**src/rtl/motor_pkg.sv**
```systemverilog
// Shared motor-control definitions: FSM states, PWM geometry and default timing.
package motor_pkg;

  typedef enum logic {
    RUN   = 1'b0,
    COAST = 1'b1
  } motor_state_t;

  localparam int   PWM_TOP = 254;
  localparam logic DIR_FWD = 1'b1;

  // Also consumed by the triangle generator's clock scaling.
  localparam int PRESCALE_DEFAULT         = 390;
  localparam int DEADTIME_PERIODS_DEFAULT = 2;

endpackage

```
**src/rtl/pwm_timebase.sv**
```systemverilog
// PWM timebase: cclk prescaler feeding an 8-bit counter that spans 0..PWM_TOP.
module pwm_timebase
  import motor_pkg::*;
#(
  parameter int PRESCALE = PRESCALE_DEFAULT
) (
  input  logic       cclk,
  input  logic       rstb,
  output logic       tick,
  output logic       boundary,
  output logic [7:0] pwm_cnt
);

  localparam logic [15:0] PRE_LAST = 16'(PRESCALE - 1);
  localparam logic [7:0]  CNT_TOP  = 8'(PWM_TOP);

  logic [15:0] prescaler;

  assign tick     = (prescaler == PRE_LAST);
  assign boundary = tick && (pwm_cnt == CNT_TOP);

  always_ff @(posedge cclk) begin
    if (!rstb) begin
      prescaler <= '0;
      pwm_cnt   <= '0;
    end else begin
      prescaler <= tick ? '0 : prescaler + 16'd1;
      if (tick) begin
        pwm_cnt <= (pwm_cnt == CNT_TOP) ? '0 : pwm_cnt + 8'd1;
      end
    end
  end

endmodule

```
**src/rtl/motor_pwm_driver.sv**
```systemverilog
// Signed velocity to H-bridge direction + PWM, with a forced coast interval
// on every direction reversal.
module motor_pwm_driver
  import motor_pkg::*;
#(
  parameter int PRESCALE         = PRESCALE_DEFAULT,
  parameter int DEADTIME_PERIODS = DEADTIME_PERIODS_DEFAULT
) (
  input  logic       cclk,
  input  logic       rstb,
  input  logic [7:0] velocity,
  input  logic       enable,
  output logic       pwm,
  output logic       dir,
  output logic       reversing,
  output logic       period_strobe
);

  localparam logic [3:0] DEAD_INIT = 4'(DEADTIME_PERIODS);

  logic         tick;
  logic         boundary;
  logic [7:0]   pwm_cnt;
  motor_state_t state, state_nxt;
  logic [7:0]   duty, duty_nxt;
  logic         dir_nxt;
  logic [3:0]   dead_cnt, dead_nxt;
  logic signed [7:0] vel_s;
  logic         opposite;
  logic         at_boundary;

  pwm_timebase #(
    .PRESCALE(PRESCALE)
  ) u_timebase (
    .cclk    (cclk),
    .rstb    (rstb),
    .tick    (tick),
    .boundary(boundary),
    .pwm_cnt (pwm_cnt)
  );

  // |v| saturated to 7 bits, doubled so full scale lands on PWM_TOP.
  function automatic logic [7:0] duty_of(input logic signed [7:0] v);
    logic [7:0] mag;
    if (v == 8'sh80) begin
      mag = 8'd127;
    end else if (v < 8'sd0) begin
      mag = 8'(-v);
    end else begin
      mag = 8'(v);
    end
    return {mag[6:0], 1'b0};
  endfunction

  assign vel_s       = velocity;
  assign at_boundary = tick && boundary;
  // Negative command while forward, or positive while reverse; zero never reverses.
  assign opposite    = (vel_s != 8'sd0) && (vel_s[7] == dir);

  always_comb begin
    state_nxt = state;
    duty_nxt  = duty;
    dir_nxt   = dir;
    dead_nxt  = dead_cnt;
    if (at_boundary) begin
      case (state)
        RUN: begin
          if (opposite) begin
            duty_nxt  = '0;
            dead_nxt  = DEAD_INIT;
            state_nxt = COAST;
          end else begin
            duty_nxt = duty_of(vel_s);
          end
        end
        COAST: begin
          dead_nxt = dead_cnt - 4'd1;
          if (dead_cnt == 4'd1) begin
            if (opposite) begin
              dir_nxt = ~dir;
            end
            duty_nxt  = duty_of(vel_s);
            state_nxt = RUN;
          end
        end
        default: state_nxt = RUN;
      endcase
    end
  end

  always_ff @(posedge cclk) begin
    if (!rstb) begin
      state         <= RUN;
      duty          <= '0;
      dir           <= DIR_FWD;
      dead_cnt      <= '0;
      pwm           <= 1'b0;
      reversing     <= 1'b0;
      period_strobe <= 1'b0;
    end else begin
      state         <= state_nxt;
      duty          <= duty_nxt;
      dir           <= dir_nxt;
      dead_cnt      <= dead_nxt;
      pwm           <= enable && (pwm_cnt < duty) && (state == RUN);
      reversing     <= (state_nxt == COAST);
      period_strobe <= at_boundary;
    end
  end

endmodule

```
**config.mk**
```make
export PLATFORM = sky130hd
export DESIGN_NAME = motor_pwm_driver
export DESIGN_NICKNAME = d
export VERILOG_FILES = /design/src/rtl/motor_pkg.sv /design/src/rtl/pwm_timebase.sv /design/src/rtl/motor_pwm_driver.sv
export SDC_FILE = /design/constraint.sdc
export NUM_CORES = 1
export LEC_CHECK = 0
export CAP_MARGIN = 5
export CORE_MARGIN = 10
export CORE_UTILIZATION = 40
export DETAILED_ROUTE_END_ITERATION = 8
export PLACE_DENSITY = 0.6
export SKIP_CTS_REPAIR_TIMING = 1
export SYNTH_ARGS = -nofsm -noshare
export SYNTH_HDL_FRONTEND = slang
export SYNTH_SLANG_ARGS = --single-unit
```
**constraint.sdc**
```tcl
create_clock -name cclk -period 1.75 [get_ports cclk]
set_input_delay 0.2625 -clock cclk [delete_from_list [all_inputs] [get_ports cclk]]
set_output_delay 0.2625 -clock cclk [all_outputs]
set_load 0.05 [all_outputs]
```
==> impl_metrics.yaml <==
logic_synthesis:
  syn_area_per_cell_um2: 8.71
  syn-num-nets: 280
  synth_cell_types: 54
  synth_seq_area_share: 0.350
  yosys_warnings: 0
  synth.top_cell.area_share: 0.350
  synthTopCellsByArea: "dfxtp_1 (35%), ha_1 (7.3%), nor2_1 (6.6%), xnor2_1 (5.1%), nand2_1 (3.9%)"
  yosys.area.top_type: "dfxtp_1"
  synth-main-ff-cell: "dfxtp_1"
  syn_area_um2: 2230
  syn_inst: 256
  synth_async_sr_flop_share: 0
  synth.top_cells.by_count: "dfxtp_1 (39), nor2_1 (39), nand2_1 (23)"
  synth-edff-count: 0
  ys_ff_latch: 39
worst_setup_path:
  cp.required_ns: 1.49
  critical_path_class: "register to output pin"
  start_kind: "register"
  cp_cell_sequence: "clkdlybuf4s50_1"
  max_stage_delay_ns: 0.79
  cp-end-kind: "output pin"
  cp.arrival_ns: 1.39
  crit_slowest_cell: "clkdlybuf4s50_1"
  path_delay_family: "buffers and inverters"
  cp_max_fo: 1
  r2r_slack_ns: 0.1
  worst-path-buf-inv: 1
placement:
  io_buffers: 14
  place_hpwl_mm: 3.54
  gp_congestion: 0.793
timing:
  hold_ws_ns: 0.461
  slew_viol_final: 0
  period_share: 0.944
  finalHoldViolCount: 0
  tightest_slew_ns: 0.497
  fin_crit_ns: 1.65
  setup_violations: 0
  fmax_ghz: 0.605
  finalSetupTns_ns: 0
  slew_headroom: 0.667
  skew_ns: 0.00628
layout:
  multi_input_area_um2: 1380
  seq_area_um2: 785
  final_util: 0.526
  num-fill-cells: 558
  nNetsFinal: 335
  antennaDiodeCount: 0
  areaGrowthSynthToFinish_pct: 28.9
  layout-drive-gt1-share: 0.247
detailed_routing:
  drt.antenna.violating_nets: 0
  drt-pass1-iter-count: 4
  route.detailed.drc: 0
  first_iter_violations: 47
  vias: 1924
  routed_via_density: 5.01
  avgRoutedWirePerCell_um: 12.2
  wirelength_mm: 4.67
grt:
  grtUsageMet2: 0.161
  grt_pass1_wl_mm: 7.73
  grt_pass1_vias: 1724
  grt_max_degree: 15
  grt_remaining_overflow: 0
  busiest_layer: "met2"
  antenna_found_initial: 0
  track_usage: 0.105
  gr-usage-met3: 0.0293
  met1_usage: 0.139
clock_network:
  cts_buffers: 5
  cts_root_buf: "clkbuf_8"
  htree_levels: 2
  tritoncts: "done"
  clk_latency_ns: 0.29
  numClockSinks: 39
  clk_pin_slew_ns: 0.07
  cts_buffer_depth: 2
power_and_ir_drop:
  power.switching_mw: 0.401
  cellLeakagePower_nw: 1.09
  power_mw: 1.74
  seq_power_share: 0.517
  pwr-share-comb: 0.092
  irDropWorstVdd_mv: 0.424
  pwr-share-clk: 0.391
  internal_power_mw: 1.34
  switching_share: 0.231
  power_density_nw_per_um2: 604
floorplanning:
  die-height_um: 94.7
  die_w_um: 94.7
  io-pin-count: 15
  start_util: 0.408
  dieArea_um2: 8960
  row_count: 27
  core_um2: 5470
run:
  cap_violations: 0
outcome:
  status: "complete, no violations"
min_path:
  hold_path.class: "register to register"
==> worst paths after layout <==
path / start / to / cells past startpoint
setup / recovery: pwm / pwm / 1
hold / removal: duty[5] / duty[5] / 2
hold reg to reg: duty[5] / duty[5] / 2
setup reg to reg: u_timebase.prescaler[1] / duty[4] / 8
==> per-stage QoR <==
stage          area (µm²)  setup WS [ns]  std cells
4_1_cts              2770       -0.00786        377
2_1_floorplan        2230         0.0372        256
3_5_place_dp         2660         -0.311        369
5_1_grt              2880       -0.00463        384
6_report             2880         0.0983        384
3_3_place_gp         2660         -0.251        369
==> cell families (layout without fill, tap and decap cells) <==
family / after synthesis / after routing / synth area share
AO/OA/AOI/OAI: 31 / 31 / 0.100
multiplexers: 5 / 5 / 0.0224
buffers and inverters: 22 / 77 / 0.0533
adder cells (fa/ha/maj): 13 / 13 / 0.0729
flip-flops: 39 / 39 / 0.350
XOR/XNOR: 21 / 21 / 0.0824
AND/OR/NAND/NOR: 125 / 126 / 0.319
==> sequential cells by signal (all words and copies together), names as in the netlist <==
signal	count
u_timebase.pwm_cnt	8
state	1
u_timebase.prescaler	16
duty	7
dir	1
period_strobe	1
pwm	1
dead_cnt	4
==> power groups by stage <==
stage	logic (mW)	registers (mW)	clock network, mW
after floorplan	0.0758	0.918	0
after global placement	0.149	0.917	0
after detailed placement	0.150	0.917	0
after CTS	0.151	0.896	0.700
after global routing	0.177	0.899	0.739
final	0.161	0.898	0.678
==> layer usage <==
layer | up-vias | part of all wire
li1 | 1009 | -
met1 | 894 | 0.50
met2 | 15 | 0.45
met3 | 6 | 0.035
met4 | 0 | 0.011
met5 | - | 0
==> layout make-up <==
type / instances / area share
multi-input combinational: 196 / 0.480
sequential: 39 / 0.273
timing repair buffer: 55 / 0.161
clock buffer: 7 / 0.0335
tap: 72 / 0.0313
inverter: 14 / 0.0183
clock inverter: 1 / 0.00261
==> worst min-delay path: cells and delay by family, from the launching register on <==
family | cells | cell delay [ns]
AO/OA/AOI/OAI | 1 | 0.06
AND/OR/NAND/NOR | 1 | 0.05
flip-flops | 1 | 0.31
==> layout by cell type, fill, tap and decap left out, types with 3 or more instances in the layout <==
master and count:
a21oi_1 7, dfxtp_1 36, nand4_1 9, nand4b_1 4
clkbuf_8 7, clkdlybuf4s50_1 8, nor2_1 37, buf_4 42
o21ai_0 4, mux2i_1 5, xnor2_1 13, nor2b_1 4
dfxtp_2 3, nor3_1 9, nand2_1 23, xor2_1 8
dlymetal6s2s_1 3, nor3b_1 3, ha_1 11, nand3_1 11
inv_1 12
(Power assumes the default switching activity.)
